[src/rtl/l2_mem_arbiter_pkg.sv]
// rtl/l2_mem_arbiter_pkg.sv - shared state encodings and widths for the L2 memory arbiter
package l2_mem_arbiter_pkg;

    localparam int LINE_W  = 128;
    localparam int LADDR_W = 28;

    typedef enum logic [1:0] {
        IDLE  = 2'd0,
        GNT_I = 2'd1,
        GNT_D = 2'd2
    } arb_state_e;

endpackage

[src/rtl/l2_mem_arbiter.sv]
// rtl/l2_mem_arbiter.sv - I/D L2 request arbiter onto one slow memory port (ARB_ROUND_ROBIN_EN selects round-robin, else D-side fixed priority)
module l2_mem_arbiter
    import l2_mem_arbiter_pkg::*;
(
    input  logic               clk,
    input  logic               proc_reset,
    input  logic               i_read,
    input  logic               i_write,
    input  logic [LADDR_W-1:0] i_addr,
    input  logic [LINE_W-1:0]  i_wdata,
    output logic [LINE_W-1:0]  i_rdata,
    output logic               i_ready,
    input  logic               d_read,
    input  logic               d_write,
    input  logic [LADDR_W-1:0] d_addr,
    input  logic [LINE_W-1:0]  d_wdata,
    output logic [LINE_W-1:0]  d_rdata,
    output logic               d_ready,
    output logic               mem_read,
    output logic               mem_write,
    output logic [LADDR_W-1:0] mem_addr,
    output logic [LINE_W-1:0]  mem_wdata,
    input  logic [LINE_W-1:0]  mem_rdata,
    input  logic               mem_ready,
    output logic               grant_d
);

    arb_state_e         state_q, state_d;
    logic               op_wr_q, op_wr_d;
    logic [LADDR_W-1:0] addr_q, addr_d;
    logic [LINE_W-1:0]  wdata_q, wdata_d;
    logic               i_pend, d_pend, pick_d;

    assign i_pend = i_read | i_write;
    assign d_pend = d_read | d_write;

`ifdef ARB_ROUND_ROBIN_EN
    // 1 when the D-side should win the next tie (it was not granted last)
    logic rr_d_next_q, rr_d_next_d;

    assign pick_d = d_pend & (~i_pend | rr_d_next_q);
`else
    assign pick_d = d_pend;
`endif

    // Next-state and capture: the winner's op/addr/wdata are latched only at grant time
    always_comb begin
        state_d = state_q;
        op_wr_d = op_wr_q;
        addr_d  = addr_q;
        wdata_d = wdata_q;
`ifdef ARB_ROUND_ROBIN_EN
        rr_d_next_d = rr_d_next_q;
`endif
        case (state_q)
            IDLE: begin
                if (i_pend | d_pend) begin
                    state_d = pick_d ? GNT_D : GNT_I;
                    // read+write together counts as a write
                    op_wr_d = pick_d ? d_write : i_write;
                    addr_d  = pick_d ? d_addr  : i_addr;
                    wdata_d = pick_d ? d_wdata : i_wdata;
`ifdef ARB_ROUND_ROBIN_EN
                    rr_d_next_d = ~pick_d;
`endif
                end
            end
            GNT_I, GNT_D: begin
                if (mem_ready) begin
                    state_d = IDLE;
                end
            end
            default: state_d = IDLE;
        endcase
    end

    // State and capture registers; reset abandons any transaction in flight
    always_ff @(posedge clk or posedge proc_reset) begin
        if (proc_reset) begin
            state_q <= IDLE;
            op_wr_q <= 1'b0;
            addr_q  <= '0;
            wdata_q <= '0;
`ifdef ARB_ROUND_ROBIN_EN
            rr_d_next_q <= 1'b0;
`endif
        end else begin
            state_q <= state_d;
            op_wr_q <= op_wr_d;
            addr_q  <= addr_d;
            wdata_q <= wdata_d;
`ifdef ARB_ROUND_ROBIN_EN
            rr_d_next_q <= rr_d_next_d;
`endif
        end
    end

    // Memory port and completion outputs driven purely from the captured transaction
    always_comb begin
        mem_read  = 1'b0;
        mem_write = 1'b0;
        i_ready   = 1'b0;
        d_ready   = 1'b0;
        grant_d   = 1'b0;
        if (state_q == GNT_I || state_q == GNT_D) begin
            mem_read  = ~op_wr_q;
            mem_write = op_wr_q;
        end
        if (state_q == GNT_I) begin
            i_ready = mem_ready;
        end
        if (state_q == GNT_D) begin
            d_ready = mem_ready;
            grant_d = 1'b1;
        end
    end

    assign mem_addr  = addr_q;
    assign mem_wdata = wdata_q;
    assign i_rdata   = mem_rdata;
    assign d_rdata   = mem_rdata;

endmodule
[config.mk]
export PLATFORM = sky130hd
export DESIGN_NAME = l2_mem_arbiter
export DESIGN_NICKNAME = d
export VERILOG_FILES = /design/src/rtl/l2_mem_arbiter_pkg.sv /design/src/rtl/l2_mem_arbiter.sv
export SDC_FILE = /design/constraint.sdc
export NUM_CORES = 1
export LEC_CHECK = 0
export CORE_AREA = 2 2 337 339
export CTS_CLUSTER_SIZE = 40
export DETAILED_ROUTE_END_ITERATION = 10
export DIE_AREA = 0 0 339 341
export SYNTH_ARGS = -nofsm -noshare
export SYNTH_HDL_FRONTEND = slang
export SYNTH_SLANG_ARGS = --single-unit
[constraint.sdc]
create_clock -name clk -period 7.1 [get_ports clk]
set_input_delay 1.42 -clock clk [delete_from_list [all_inputs] [get_ports clk]]
set_output_delay 1.42 -clock clk [all_outputs]
set_load 0.02 [all_outputs]
# == Yosys cells after proc, flatten, opt, wreduce, memory -nomap -nowiden ==
# Index checks and enable logic that the tools add are counted.
# totals
register_bits,159
out_inout_bits,417
word_cells,29
# classes
n_eq_ne,4
mux,12
bitwise,4
n_reduce_logical,5
# ops
op,n
128-bit 2-to-1 mux,1
28-bit 2-to-1 mux,1
1-bit 2-to-1 mux,6
2-bit 2-to-1 mux,3
2-bit inequality test (second input constant),2
2-bit one-hot mux with 2 select lines,1
2-bit AND reduction,2
1-bit OR,3
2-bit by 1-bit == test with 1-bit output (second input constant),1
2-bit == test (second input constant),1
2-bit logical NOT,1
2-bit OR reduction,1
1-bit logical OR,1
1-bit NOT,1

# == Depth between registers and ports, before layout ==
# depth
ltp_word,4
depth_mapped,8
depth_no_buf,5

# == Worst setup path after synthesis ==
# OpenSTA, ideal clock, no wires.
# synth_path
path_kind,input to output
from,in mem_ready
to,out i_ready
arrival_ps,1636
slack_ps,4044
path_stages,1
path_buffers,0
path_cell_list,and2_1
# synth_via
elab_chain_len,1
# synth_rtl
element,line,rtl
"start, declared",l2_mem_arbiter.sv:24,"input logic mem_ready,"
1-bit 2-to-1 mux,l2_mem_arbiter.sv:109,if (state_q == GNT_I) begin
"end, declared",l2_mem_arbiter.sv:12,"output logic i_ready,"
# Every way passes these cells.

# == Final worst setup path ==
# Same ends and word-level chain as after synthesis.

==> reports/metrics.csv <==
stage,metric,value,unit
power,P_sw,2529,µW
worst_setup_path,CP Capture Type,output port,
floorplanning,core area,111900,µm²
logic_synthesis,"EDFF count, synth",0,
power,Logic pwr share,53.2,%
logic_synthesis,Yosys top cell by area,dfrtp_1,
clock_tree,CTS Buf Count,17,
detailed_routing,antenna-violating nets left,0,
global_routing,gr usage total,8.319,%
logic_synthesis,top post-synthesis cells by area,"dfrtp_1, buf_4, mux2i_1, nand2_1, o21ai_1",
floorplanning,Initial Util,8.371,%
place,Final GP Congestion,0.7513,
worst_setup_path,crit-path leading delay family,buffers and inverters,
logic_synthesis,cell with the most instances after synthesis,buf_4,
worst_setup_path,Setup crit start kind,input pin,
clock_tree,"Reg clk slew, reported paths",0.07,ns
worst_setup_path,"Critical Path, Cell by Cell","clkdlybuf4s50_1, and2_1, clkdlybuf4s50_1",
floorplanning,io pins,864,
layout,filler cell count in the final layout,12760,
place,Port Buffers,479,
detailed_routing,DRC,0,
clock_tree,H-tree levels,4,
floorplanning,Rows,123,
floorplanning,die width,339,µm
logic_synthesis,Synth Flop Type,dfrtp_1,
timing,WHS,0.4854,ns
detailed_routing,vias,7135,
logic_synthesis,synth cell count leaders,"buf_4, dfrtp_1, nand2_1, mux2i_1, o21ai_1",
timing,worst slew pin tran,0.8972,ns
power,Pwr Density,389.3,nW/µm²
detailed_routing,DRT iter0 DRCs,196,
logic_synthesis,Post-Synth XOR/XNOR Area,0,%
logic_synthesis,Synth Area in Compound Gates,8.991,%
worst_setup_path,critical path type,input pin to output port,
logic_synthesis,mean area per synthesized cell,9.766,µm²
timing,Fmax,0.2373,GHz
timing,"Setup violations, final",0,
logic_synthesis,YS warnings,0,
global_routing,first-pass GRT wire length,63980,µm
global_routing,total grt overflow,0,
timing,period utilisation layout,59.35,%
logic_synthesis,"Net Count, Synth",1409,
timing,max-slew violation count,0,
run_status,status,finished clean,
timing,Fin. Hold Viols,0,
detailed_routing,Vias/cell,2.667,
clock_tree,Post-CTS Repair Setup Buffers,0,
clock_tree,# resized after CTS,0,
logic_synthesis,Syn Inst Count,959,
worst_setup_path,CP Max Fanout,3,
clock_tree,Clock Latency Late Sink,0.51,ns
clock_tree,CTS sink cnt,159,
power,VDD IR max,218.3,µV
logic_synthesis,post-synthesis register bit count,159,
global_routing,initial antenna violation count,3,
logic_synthesis,synthesized cell area,9365,µm²
clock_tree,CTS Buffer Depth,2,
clock_tree,hold buffers post-CTS,0,
power,Seq pwr share,29.1,%
job,max-cap viol count,0,
logic_synthesis,largest family of logic cells by synthesized area,buffers and inverters,
global_routing,vias in the first global route,7491,
timing,Rel. slew slack,40.18,%
layout,nets,1611,
logic_synthesis,adder-cell share of the synthesized area,0.4008,%
logic_synthesis,fraction of the mapped netlist area in simple logic gates,6.840,%
logic_synthesis,fraction of registers with async set/reset,100.0,%
worst_setup_path,"slowest stage delay, CP",0.63,ns
worst_setup_path,CP most frequent cell,clkdlybuf4s50_1,
logic_synthesis,"Seq/Total Area, Yosys",42.48,%
power,Static Leak,0.005351,µW
power,switch share,44.82,%
floorplanning,Die H,341,µm
floorplanning,Die Area,115600,µm²
global_routing,largest net degree at the start of global routing,141,
timing,setup tns final,0,ns
timing,RSZ-0062 raised after global routing,false,
timing,Tmin final,4.214,ns
layout,Area growth syn-to-layout,54.78,%
worst_setup_path,worst endpoint required time,5.68,ns
logic_synthesis,top cell type's share of synthesized area,42.48,%
detailed_routing,DR pass1 iterations,4,
detailed_routing,post-DR wirelength/cell,18.00,µm
worst_setup_path,slowest CP cell,clkdlybuf4s50_1,
worst_setup_path,crit path DAT,2.79,ns
logic_synthesis,synth unique cells,20,
logic_synthesis,mux contribution to synthesized area,16.67,%
power,clock power share,17.7,%
worst_setup_path,buffers plus inverters on the worst setup path,2,
clock_tree,clock root buffer,clkbuf_16,
layout,share of cells above drive strength 1,3.918,%
clock_tree,CTS tree,yes,
place,DP Wirelength,40360,µm
power,Internal,3114,µW
min_path,HP Class,flop to flop,
timing,clock skew,0.02058,ns
detailed_routing,drt total wl,48150,µm
-- layout make-up --
type	count	area (µm²)	area share (%)
antenna	1	2.502	0.01726
clock buffer	19	442.9	3.056
clock inverter	13	153.9	1.062
inverter	5	26.28	0.1813
multi-input combinational	488	3087	21.29
sequential	159	3979	27.45
tap	1500	1877	12.95
timing repair buffer	490	4927	33.99
-- per-layer routing --
metal / vias up / share of wire [%] / wire, µm / global-route usage (%)
met5: - / 0.44 / 214 / 1.348
met4: 4 / 4.3 / 2065 / 4.343
met2: 488 / 41 / 19700 / 11.61
met3: 112 / 14 / 6801 / 5.771
met1: 3204 / 40 / 19360 / 9.289
li1: 3327 / - / - / -
-- path summary, 6_finish.rpt --
kind,startpoint,end,slack (ns),cells past startpoint
hold / removal,mem_wdata[99],mem_wdata[99],0.49,2
setup reg to reg,state_q[0],mem_wdata[113],5.21,5
min in group asynchronous,proc_reset,mem_wdata[102],1.33,2
setup / recovery,mem_ready,i_ready,2.89,3
max in group asynchronous,proc_reset,mem_wdata[127],4.75,3
hold reg to reg,mem_wdata[99],mem_wdata[99],0.49,2
-- power by group through the flow --
| stage | logic (µW) | clock network [µW] | registers [µW] |
|---|---|---|---|
| floorplan | 1090 | 0 | 2140 |
| global placement | 3140 | 0 | 1650 |
| detailed placement | 3140 | 0 | 1670 |
| CTS | 3150 | 1080 | 1660 |
| global route | 3310 | 1100 | 1720 |
| finish | 3000 | 1000 | 1640 |
-- layout by cell type, fill, tap and decap left out --
| cell type | synthesis | layout |
|---|---|---|
| buf_4 | 257 | 7 |
| clkinv_2 | 0 | 1 |
| inv_1 | 5 | 4 |
| a21oi_1 | 3 | 3 |
| clkinv_4 | 0 | 4 |
| o21ai_1 | 98 | 98 |
| or2_2 | 1 | 1 |
| buf_12 | 0 | 4 |
| clkbuf_16 | 0 | 17 |
| clkinvlp_4 | 0 | 1 |
| clkbuf_1 | 10 | 1 |
| o2bb2ai_1 | 1 | 1 |
| nand2b_1 | 1 | 1 |
| diode_2 | 0 | 1 |
| inv_6 | 0 | 4 |
| nor2b_1 | 1 | 1 |
| clkbuf_8 | 0 | 1 |
| inv_8 | 0 | 2 |
| dfrtp_1 | 159 | 159 |
| mux2i_1 | 156 | 156 |
| ha_1 | 3 | 3 |
| o21ai_0 | 60 | 60 |
| nor2_4 | 0 | 1 |
| nand2_1 | 159 | 159 |
| o41ai_4 | 1 | 1 |
| clkdlybuf4s50_1 | 0 | 479 |
| bufinv_16 | 0 | 2 |
| and2_1 | 3 | 3 |
-- registers in the layout (all words and copies together), names as in the netlist --
name and cells:
state_q 2, mem_addr 28, mem_wdata 128, op_wr_q 1
-- metrics by stage --
stage | std cells | utilization [%] | total power [µW] | setup WS [ns] | instance area, µm²
3_5_place_dp | 2642 | 12.42 | 4812 | 2.888 | 13900
2_1_floorplan | 959 | - | 3234 | 1.388 | 9365
5_1_grt | 2675 | 12.96 | 6129 | 2.876 | 14500
3_3_place_gp | 2642 | 12.42 | 4787 | 2.894 | 13900
6_report | 2675 | 12.96 | 5643 | 2.886 | 14500
4_1_cts | 2674 | 12.95 | 5893 | 2.880 | 14490
-- worst register-to-register path: stages (launching register included) --
cell	delay, ns
dfrtp_1	0.38
inv_1	0.07
ha_1	0.27
o41ai_4	0.17
buf_12	0.45
o21ai_0	0.41
-- cells by family after synthesis --
| family | Yosys count |
|---|---|
| adders and majority gates | 3 |
| buffers and inverters | 312 |
| and+or+nand+nor | 166 |
| muxes | 156 |
| AOI/OAI and AO/OA | 163 |
| DFF | 159 |
Power figures use the tool's default switching activity.
